## config.mk

```make
export PLATFORM = sky130hd
export DESIGN_NAME = ip_ws2812_chain
export DESIGN_NICKNAME = d
export VERILOG_FILES = /design/src/rtl/ws2812_pkg.sv /design/src/rtl/ws2812_bit_tx.sv /design/src/rtl/ip_ws2812_chain.sv
export SDC_FILE = /design/constraint.sdc
export NUM_CORES = 1
export LEC_CHECK = 0
export ABC_AREA = 1
export BUFFER_PORTS_ARGS = -buffer_cell sky130_fd_sc_hd__buf_2
export CAP_MARGIN = 0
export CORE_MARGIN = 2
export CORE_UTILIZATION = 25
export DETAILED_ROUTE_END_ITERATION = 10
export GPL_TIMING_DRIVEN = 0
export HOLD_SLACK_MARGIN = 0.12
export PLACE_DENSITY = 0.45
export SLEW_MARGIN = 10
export SYNTH_ARGS = -nofsm -noshare
export SYNTH_HDL_FRONTEND = slang
export SYNTH_SLANG_ARGS = --single-unit
```

## constraint.sdc

```tcl
create_clock -name clk -period 6.05 [get_ports clk]
set_input_delay 0 -clock clk [delete_from_list [all_inputs] [get_ports clk]]
set_output_delay 0 -clock clk [all_outputs]
set_load 0.03 [all_outputs]
```

## src/rtl/ws2812_pkg.sv

```systemverilog
// Shared state encodings and bit-timing helper for the WS2812 chain driver.
package ws2812_pkg;

   localparam int unsigned T0H_NS    = 350;
   localparam int unsigned T1H_NS    = 700;
   localparam int unsigned TBIT_NS   = 1250;
   localparam int unsigned TLATCH_NS = 80000;

   typedef enum logic [1:0] {
      ST_IDLE  = 2'b00,
      ST_LOAD  = 2'b01,
      ST_SEND  = 2'b10,
      ST_LATCH = 2'b11
   } chain_state_t;

   // Bit 0 of the phase is 1 only in PH_HIGH, so it drives the line straight from a flop.
   typedef enum logic [1:0] {
      PH_IDLE = 2'b00,
      PH_HIGH = 2'b01,
      PH_LOW  = 2'b10
   } bit_phase_t;

   function automatic int unsigned ns_to_cycles(input longint unsigned clk_hz,
                                                input longint unsigned ns);
      longint unsigned prod;
      prod = clk_hz * ns + 64'd500_000_000;
      return 32'(prod / 64'd1_000_000_000);
   endfunction

endpackage

```

## src/rtl/ws2812_bit_tx.sv

```systemverilog
// Serialises one 24-bit GRB word MSB first as WS2812 HIGH/LOW pulse pairs.
module ws2812_bit_tx
   import ws2812_pkg::*;
#(
   parameter int unsigned T0H  = 15,
   parameter int unsigned T1H  = 30,
   parameter int unsigned TBIT = 54
) (
   input  logic        clk,
   input  logic        reset,
   input  logic        load,
   input  logic [23:0] word,
   output logic        line,
   output logic        done
);

   localparam int unsigned CNT_W = $clog2(TBIT + 1);

   bit_phase_t       phase, phase_nx;
   logic [CNT_W-1:0] cnt, cnt_nx;
   logic [23:0]      shreg, shreg_nx;
   logic [4:0]       bit_cnt, bit_cnt_nx;
   logic             first, first_nx;

   function automatic logic [CNT_W-1:0] high_len(input logic b);
      return b ? CNT_W'(T1H - 1) : CNT_W'(T0H - 1);
   endfunction

   // The top's LOAD cycle precedes the first bit, so that bit's low phase is one cycle shorter.
   function automatic logic [CNT_W-1:0] low_len(input logic b, input logic shortened);
      if (b)
         return shortened ? CNT_W'(TBIT - T1H - 2) : CNT_W'(TBIT - T1H - 1);
      return shortened ? CNT_W'(TBIT - T0H - 2) : CNT_W'(TBIT - T0H - 1);
   endfunction

   always_ff @(posedge clk) begin
      if (reset)
         phase <= PH_IDLE;
      else
         phase <= phase_nx;
      cnt     <= cnt_nx;
      shreg   <= shreg_nx;
      bit_cnt <= bit_cnt_nx;
      first   <= first_nx;
   end

   always_comb begin
      phase_nx   = phase;
      cnt_nx     = cnt;
      shreg_nx   = shreg;
      bit_cnt_nx = bit_cnt;
      first_nx   = first;
      done       = 1'b0;
      case (phase)
         PH_IDLE: begin
            if (load) begin
               phase_nx   = PH_HIGH;
               shreg_nx   = word;
               bit_cnt_nx = 5'd23;
               first_nx   = 1'b1;
               cnt_nx     = high_len(word[23]);
            end
         end
         PH_HIGH: begin
            if (cnt == '0) begin
               phase_nx = PH_LOW;
               cnt_nx   = low_len(shreg[23], first);
            end else begin
               cnt_nx = cnt - CNT_W'(1);
            end
         end
         PH_LOW: begin
            if (cnt != '0) begin
               cnt_nx = cnt - CNT_W'(1);
            end else if (bit_cnt == 5'd0) begin
               done     = 1'b1;
               phase_nx = PH_IDLE;
            end else begin
               phase_nx   = PH_HIGH;
               shreg_nx   = {shreg[22:0], 1'b0};
               bit_cnt_nx = bit_cnt - 5'd1;
               first_nx   = 1'b0;
               cnt_nx     = high_len(shreg[22]);
            end
         end
         default: phase_nx = PH_IDLE;
      endcase
   end

   assign line = phase[0];

endmodule

```

## src/rtl/ip_ws2812_chain.sv

```systemverilog
// WS2812 daisy-chain driver: colour buffer, frame sequencing and latch gap.
// Optional macro WS2812_BRIGHTNESS_EN scales each channel by (brightness+1)/256.
module ip_ws2812_chain
   import ws2812_pkg::*;
#(
   parameter int unsigned CLK_FREQ  = 42_954_540,
   parameter int unsigned LED_COUNT = 8,
   parameter int unsigned IDX_W     = 8
) (
   input  logic             clk,
   input  logic             reset,
   input  logic             wr,
   input  logic [IDX_W-1:0] index,
   input  logic [7:0]       red,
   input  logic [7:0]       green,
   input  logic [7:0]       blue,
   input  logic             start,
   input  logic [7:0]       brightness,
   output logic             busy,
   output logic             ws2812_led
);

   localparam int unsigned T0H_CYC    = ns_to_cycles(64'(CLK_FREQ), 64'(T0H_NS));
   localparam int unsigned T1H_CYC    = ns_to_cycles(64'(CLK_FREQ), 64'(T1H_NS));
   localparam int unsigned TBIT_CYC   = ns_to_cycles(64'(CLK_FREQ), 64'(TBIT_NS));
   localparam int unsigned TLATCH_CYC = ns_to_cycles(64'(CLK_FREQ), 64'(TLATCH_NS));
   localparam int unsigned AW         = (LED_COUNT > 1) ? $clog2(LED_COUNT) : 1;
   localparam int unsigned LAT_W      = $clog2(TLATCH_CYC + 1);
   localparam logic [AW-1:0]  LAST_LED  = AW'(LED_COUNT - 1);
   localparam logic [IDX_W:0] LED_LIMIT = (IDX_W + 1)'(LED_COUNT);

   chain_state_t     state, state_nx;
   logic [AW-1:0]    led_idx, led_idx_nx;
   logic             pending, pending_nx;
   logic [LAT_W-1:0] lat_cnt, lat_cnt_nx;
   logic             busy_q;
   logic             clearing;
   logic [AW-1:0]    clr_idx;
   logic [23:0]      buf_mem [0:(1 << AW) - 1];
   logic             wr_ok;
   logic [AW-1:0]    wr_addr;
   logic [23:0]      raw_word;
   logic [23:0]      tx_word;
   logic             tx_load;
   logic             tx_done;

   assign wr_ok   = wr && !reset && ({1'b0, index} < LED_LIMIT);
   assign wr_addr = index[AW-1:0];

   // One write port: host writes win; the post-reset clear walk pauses for them.
   always_ff @(posedge clk) begin
      if (wr_ok)
         buf_mem[wr_addr] <= {green, red, blue};
      else if (clearing)
         buf_mem[clr_idx] <= '0;
   end

   always_ff @(posedge clk) begin
      if (reset) begin
         clearing <= 1'b1;
         clr_idx  <= '0;
      end else if (clearing && !wr_ok) begin
         if (clr_idx == LAST_LED)
            clearing <= 1'b0;
         clr_idx <= clr_idx + AW'(1);
      end
   end

   assign raw_word = buf_mem[led_idx];

`ifdef WS2812_BRIGHTNESS_EN
   function automatic logic [7:0] scale_chan(input logic [7:0] c, input logic [7:0] b);
      logic [15:0] prod;
      prod = {8'd0, c} * ({8'd0, b} + 16'd1);
      return 8'(prod >> 8);
   endfunction

   assign tx_word = {scale_chan(raw_word[23:16], brightness),
                     scale_chan(raw_word[15:8],  brightness),
                     scale_chan(raw_word[7:0],   brightness)};
`else
   logic unused_brightness;
   assign unused_brightness = ^brightness;
   assign tx_word           = raw_word;
`endif

   always_ff @(posedge clk) begin
      if (reset) begin
         state   <= ST_IDLE;
         led_idx <= '0;
         pending <= 1'b0;
         busy_q  <= 1'b0;
      end else begin
         state   <= state_nx;
         led_idx <= led_idx_nx;
         pending <= pending_nx;
         busy_q  <= (state_nx != ST_IDLE);
      end
      lat_cnt <= lat_cnt_nx;
   end

   always_comb begin
      state_nx   = state;
      led_idx_nx = led_idx;
      pending_nx = pending;
      lat_cnt_nx = lat_cnt;
      tx_load    = 1'b0;
      if (start && state != ST_IDLE)
         pending_nx = 1'b1;
      case (state)
         ST_IDLE: begin
            if (start || pending) begin
               state_nx   = ST_LOAD;
               led_idx_nx = '0;
               pending_nx = 1'b0;
            end
         end
         ST_LOAD: begin
            tx_load  = 1'b1;
            state_nx = ST_SEND;
         end
         ST_SEND: begin
            if (tx_done) begin
               if (led_idx == LAST_LED) begin
                  state_nx   = ST_LATCH;
                  lat_cnt_nx = LAT_W'(TLATCH_CYC - 1);
               end else begin
                  led_idx_nx = led_idx + AW'(1);
                  state_nx   = ST_LOAD;
               end
            end
         end
         ST_LATCH: begin
            if (lat_cnt == '0)
               state_nx = ST_IDLE;
            else
               lat_cnt_nx = lat_cnt - LAT_W'(1);
         end
         default: state_nx = ST_IDLE;
      endcase
   end

   assign busy = busy_q;

   ws2812_bit_tx #(
      .T0H  (T0H_CYC),
      .T1H  (T1H_CYC),
      .TBIT (TBIT_CYC)
   ) u_bit_tx (
      .clk   (clk),
      .reset (reset),
      .load  (tx_load),
      .word  (tx_word),
      .line  (ws2812_led),
      .done  (tx_done)
   );

endmodule
```

==> results.ini, run 1 <==
[synthesis]
ys_ff_latch=256
ys_seq_area_share_pct=69.0
yosysTopAreaCell=edfxtp_1
syn_area_sq_um=10900
yosysWarnings=0
async_reset_ff_share_pct=0
synth_edf_count=240
synth_area_per_cell_sq_um=11.2
yosysTopAreaCellShare_pct=66.0
synth_cell_type_count=32
synth_cells=978
synth_ff_type=edfxtp_1
ys_top_cells_by_area=edfxtp_1, nor2_1, o21ai_0
syn-num-nets=1037

[timing]
fin_crit_sh_pct=40.9
post-route-min-period_ns=2.47
setup_tns_ns=0
skew_ns=0.0200
slew_violations=0
fmax_mhz=404
slew_headroom_pct=33.6
worst_slack_ns=3.58
setup_viol=0
rsz0062_at_grt=false
worst_slew_pin_slew_ns=0.988
hold_viol=0

[placement]
io_buffers=36
gp_congestion=0.762
hpwl_microns=18600
pre_cts_ws_ns=3.31

[status]
status=completed

[setup_path]
crit_path_top_delay_cell=dlygate4sd3_1
crit_type=input port to flip-flop
critPathMaxStageDelay_ns=0.63
crit_path_start_kind=input port
r2r_end=buf_mem[4][1]$_DFFE_PP_
required_ns=6.32
crit_family=buffers and inverters
critical_path_arrival_ns=2.74
r2r-start=clearing$_SDFFE_PP1P_
rr_worst_depth=7
crit_path_end_kind=flip-flop
crit_buf_inv=5
worstPathCellList=dlygate4sd3_1, buf_6, nor2_4, nand4_2, nand2_2, buf_6, nand2_1, o21ai_1, nand2_1, dlygate4sd3_1, nor2_4, buf_12
path_max_fanout=20
r2r_slack_ns=3.60

[global_routing]
grt_max_degree=21
use_met1_pct=17.1
grt_overflow=0
met2_usage_pct=22.2
grt_pass1_vias=7185
use_met3_pct=1.94
grt_pass1_wl_microns=43400
grt_use_total_pct=12.8
antenna_found_initial=0
grt_most_used_layer=met2

[routing]
drtAntennaViolNets=0
first_pass_iters=5
drt-total-wl_microns=28500
drc_errors=0
drt_first_iter_violations=363
vias_per_cell=4.39
via_count=7440
wl_per_cell_microns=16.8

[layout]
nNetsFinal=1146
n_antenna_cell=0
area_growth_pct=23.9
drive_above_1_share_pct=12.0

[floorplan]
core_sq_um=43100
ios=46
die_w_microns=213
die_y_microns=213
start_util_pct=25.3
rows=76
die_area_sq_um=45400

[power_and_ir_drop]
leakage_nw=4.92
p_per_area_nw_per_um2=367
ir_worst_vdd_v=0.000224

[clock_network]
path_clk_slew_ns=0.06
cts.sinks=256
cts_tree=yes
clkLatencyLatePin_ns=0.58
root_buffer=clkbuf_16
postCtsSetupRepairBufs=0
ctsHoldBuffers=32
cts_resized=0
cts_max_level=1
numCtsBuffers=30
clk_path_buf_depth=3

[worst_hold_path]
holdPathEnd=clr_idx[2]$_SDFFE_PP0P_
min_from=index[4]
hp-class=input port to flip-flop
min_path_cells=6

[flow_run]
maxCapViolCount=0

how the worst max path moves through the flow:
stage,from,end,slack [ns],depth (start not counted)
after floorplan,u_bit_tx.phase[0]$_SDFFE_PP0P_,u_bit_tx.bit_cnt[0]$_SDFFCE_PN1P_,3.13,7
after global placement,u_bit_tx.phase[0]$_SDFFE_PP0P_,u_bit_tx.shreg[7]$_DFFE_PP_,2.04,7
after detailed placement,u_bit_tx.bit_cnt[0]$_SDFFCE_PN1P_,lat_cnt[6]$_SDFFCE_PN1P_,3.31,8
after CTS,u_bit_tx.bit_cnt[0]$_SDFFCE_PN1P_,lat_cnt[9]$_SDFFCE_PN0P_,3.30,8
after global routing,reset,buf_mem[4][1]$_DFFE_PP_,3.41,12
final,reset,buf_mem[4][1]$_DFFE_PP_,3.58,12
layer usage:
layer / part of all wire, % / routed length (microns)
met5: 0 / 0
met1: 46 / 13100
met3: 3.2 / 923
met2: 49 / 13900
met4: 2.0 / 563
tightest hold or removal path: cells and delay by family:
family | cells | cell delay, ns
and+or+nand+nor | 3 | 0.31
buffers and inverters | 2 | 0.23
AOI/OAI and AO/OA | 1 | 0.13
placed cells by master, fill, tap and decap left out, types with 25 or more instances in the layout:
| cell | synthesis | routed |
|---|---|---|
| edfxtp_1 | 240 | 240 |
| nand2_1 | 134 | 134 |
| o211ai_1 | 46 | 46 |
| nor2_1 | 209 | 200 |
| clkbuf_1 | 21 | 25 |
| inv_1 | 71 | 71 |
| clkbuf_16 | 0 | 30 |
| nand3_1 | 38 | 38 |
| o21ai_0 | 108 | 108 |
| buf_2 | 14 | 50 |
| dlygate4sd3_1 | 0 | 32 |
registers in the layout (all words and copies together), names as in the netlist, named ones only:
register,count
u_bit_tx.cnt,6
pending,1
busy,1
u_bit_tx.shreg,24
state,2
u_bit_tx.phase,2
led_idx,3
lat_cnt,12
u_bit_tx.bit_cnt,5
u_bit_tx.first,1
clr_idx,3
buf_mem,192
clearing,1
synth_stat cells, types with 4 or more instances:
| cell | n |
|---|---|
| nand3_1 | 38 |
| a21oi_1 | 18 |
| nor2_1 | 209 |
| clkbuf_1 | 21 |
| buf_6 | 6 |
| nand2_1 | 134 |
| buf_2 | 14 |
| o21ai_1 | 7 |
| dfxtp_1 | 16 |
| ha_1 | 15 |
| o211ai_1 | 46 |
| inv_1 | 71 |
| o21ai_0 | 108 |
| edfxtp_1 | 240 |
| nand4_1 | 4 |
logic make-up (layout without fill, tap and decap cells):
group | after synthesis | after routing | share of synthesized area, %
compound gates | 185 | 185 | 9.65
xor+xnor | 1 | 1 | 0.0802
fa+ha+maj | 15 | 15 | 1.72
buf+inv | 119 | 251 | 4.73
flops | 256 | 256 | 69.0
simple gates | 402 | 402 | 14.9
layout make-up:
type / instances / area (sq um)
Inverter: 73 / 274
Tap cell: 585 / 732
Clock inverter: 19 / 274
Timing Repair Buffer: 77 / 733
Buffer: 46 / 243
Clock buffer: 36 / 793
Sequential cell: 256 / 7530
Fill cell: 4403 / 29600
Multi-Input combinational cell: 603 / 2940
where the power goes:
part	switching (W)	total (W)	internal, W
Combinational	0.000509	0.000756	0.000247
Sequential	0.0000686	0.00227	0.00220
Clock	0.000747	0.00194	0.00119
per-stage QoR:
step	utilization [%]	total power, W	cell area (sq um)	hold slack, ns	std cells
after CTS	31.4	0.00503	13500	0.139	1695
after floorplan	-	0.00275	10900	0.191	978
after detailed placement	28.2	0.00306	12100	0.248	1608
final	31.4	0.00497	13500	0.141	1695
after global placement	27.5	0.00299	11800	0.241	1599
after global routing	31.4	0.00520	13500	0.192	1695
Power figures use the tool's default switching activity.
==> run 2, diff against run 1 <==
==> constraint.sdc (replaced) <==
create_clock -name clk -period 2.5 [get_ports clk]
set_input_delay 0 -clock clk [delete_from_list [all_inputs] [get_ports clk]]
set_output_delay 0 -clock clk [all_outputs]
set_load 0.03 [all_outputs]
==> run 2 against run 1 <==
Against the previous run:
- sequential cell count stayed put
- combinational power is 140% higher
- critical path depth is 1 lower
- wire length is 0.72% lower
- utilization is 0.28 points lower
- final cell count is 0.12% lower
- largest power group unchanged
- critical endpoint is now buf_mem[6][1]$_DFFE_PP_
- largest cell class unchanged
==> results.ini, run 2 (synthesized netlist as in run 1, its figures left out) <==
[status]
status=completed

[placement]
place_area_sq_um=12100
io_buffers=36
pre_cts_ws_ns=0.0646
gp_congestion=0.762
hpwl_microns=18600

[power_and_ir_drop]
p_total_w=0.0115
p_sw_w=0.00316
ir_worst_vdd_v=0.000506
p_int_w=0.00834
leakage_nw=4.88
clkPwrFrac_pct=36.3
p_per_area_nw_per_um2=858
power_frac_seq_pct=47.8
power_frac_comb_pct=15.9
switching_share_pct=27.5

[worst_hold_path]
hp-class=input port to flip-flop
min_path_cells=5
min_from=index[2]
holdPathEnd=buf_mem[6][0]$_DFFE_PP_

[setup_path]
crit_buf_inv=4
critPathMaxStageDelay_ns=0.68
crit_path_start_kind=input port
r2r_slack_ns=0.21
crit_path_top_delay_cell=dlygate4sd3_1
crit_family=buffers and inverters
required_ns=2.78
r2r_end=buf_mem[6][1]$_DFFE_PP_
crit_type=input port to flip-flop
path_max_fanout=10
crit_path_end_kind=flip-flop
r2r-start=clearing$_SDFFE_PP1P_
worstPathCellList=dlygate4sd3_1, buf_6, nor2_4, nand4_2, nand2_2, buf_6, nand2_1, o21ai_1, nand2_1, nor2_4, dlygate4sd3_1
rr_worst_depth=5
critical_path_arrival_ns=2.60

[timing]
slew_violations=0
hold_viol=0
rsz0062_at_grt=false
worst_slew_pin_slew_ns=0.944
post-route-min-period_ns=2.32
slew_headroom_pct=36.6
fin_crit_sh_pct=92.8
skew_ns=0.0424
worst_slack_ns=0.179
setup_tns_ns=0
setup_viol=0
fmax_mhz=431

[global_routing]
grt_use_total_pct=12.8
grt_pass1_wl_microns=43200
grt_pass1_vias=7180
grt_overflow=0
grt_max_degree=19
antenna_found_initial=0

[floorplan]
start_util_pct=25.3
rows=76
core_sq_um=43100
ios=46
die_area_sq_um=45400
die_y_microns=213
die_w_microns=213

[layout]
n_antenna_cell=0
reg_top3=buf_mem (192), u_bit_tx.shreg (24), lat_cnt (12)
nNetsFinal=1144
final_cell_mix=edfxtp_1, nor2_1, nand2_1, o21ai_0, inv_1
fin_area_sq_um=13400
drive_above_1_share_pct=12.1
largest_register_ffs=192
final_util_pct=31.1
largest_register=buf_mem
layout_commonest_cell=edfxtp_1
area_growth_pct=22.7

[routing]
via_count=7247
first_pass_iters=5
drtAntennaViolNets=0
drt_first_iter_violations=446
wl_per_cell_microns=16.7
vias_per_cell=4.28
drt-total-wl_microns=28300
drc_errors=0

[clock_network]
cts_max_level=1
cts_tree=yes
clk_path_buf_depth=3
path_clk_slew_ns=0.06
cts.sinks=256
root_buffer=clkbuf_16
postCtsSetupRepairBufs=0
numCtsBuffers=30
clkLatencyLatePin_ns=0.58

[flow_run]
maxCapViolCount=0

[run 2: layout make-up]
class	count	area (sq um)
buffer	46	246
timing repair buffer	75	721
clock inverter	22	184
inverter	73	274
clock buffer	33	762
tap	585	732
fill	4411	29700
multi-input combinational	603	2950
sequential	256	7530
[run 2: through the flow]
stage | hold slack (ns) | instances
2_1_floorplan | 0.191 | 978
3_3_place_gp | 0.236 | 1599
3_5_place_dp | 0.236 | 1608
4_1_cts | 0.120 | 1693
5_1_grt | 0.160 | 1693
6_report | 0.134 | 1693
[run 2: worst max path at each step]
stage / start / end / slack (ns) / cells after the start
floorplan: u_bit_tx.phase[0]$_SDFFE_PP0P_ / u_bit_tx.bit_cnt[0]$_SDFFCE_PN1P_ / 0.08 / 7
global placement: index[7] / buf_mem[1][10]$_DFFE_PP_ / -1.22 / 9
detailed placement: u_bit_tx.phase[0]$_SDFFE_PP0P_ / u_bit_tx.shreg[8]$_DFFE_PP_ / 0.06 / 8
CTS: u_bit_tx.phase[0]$_SDFFE_PP0P_ / u_bit_tx.shreg[20]$_DFFE_PP_ / 0.06 / 8
global route: reset / buf_mem[6][1]$_DFFE_PP_ / 0.006 / 11
finish: reset / buf_mem[6][1]$_DFFE_PP_ / 0.18 / 11
[run 2: worst min-delay path: stages]
cell,delay (ns)
buf_2,0.10
nand2_1,0.05
o21ai_1,0.07
nand2_1,0.16
nor2_4,0.10
[run 2: metal layers]
metal | global-route usage, % | vias to the layer above | wire, microns
met5 | 0 | - | 0
met2 | 22.1 | 102 | 13900
met1 | 17.2 | 3489 | 13000
li1 | - | 3620 | -
met4 | 2.53 | 0 | 440
met3 | 1.68 | 36 | 915
[run 2: repair_timing]
item                       4_1_cts  5_1_grt
hold buffers                    30        0
gates resized for setup          0        6
hold endpoints to repair       210        0
setup endpoints to repair        0       31
[run 2: power groups by stage]
stage	registers, W	clock network (W)	logic (W)
6_report	0.00550	0.00418	0.00183
5_1_grt	0.00555	0.00443	0.00208
3_5_place_dp	0.00558	0	0.00182
2_1_floorplan	0.00557	0	0.00108
4_1_cts	0.00550	0.00427	0.00186
3_3_place_gp	0.00561	0	0.00161
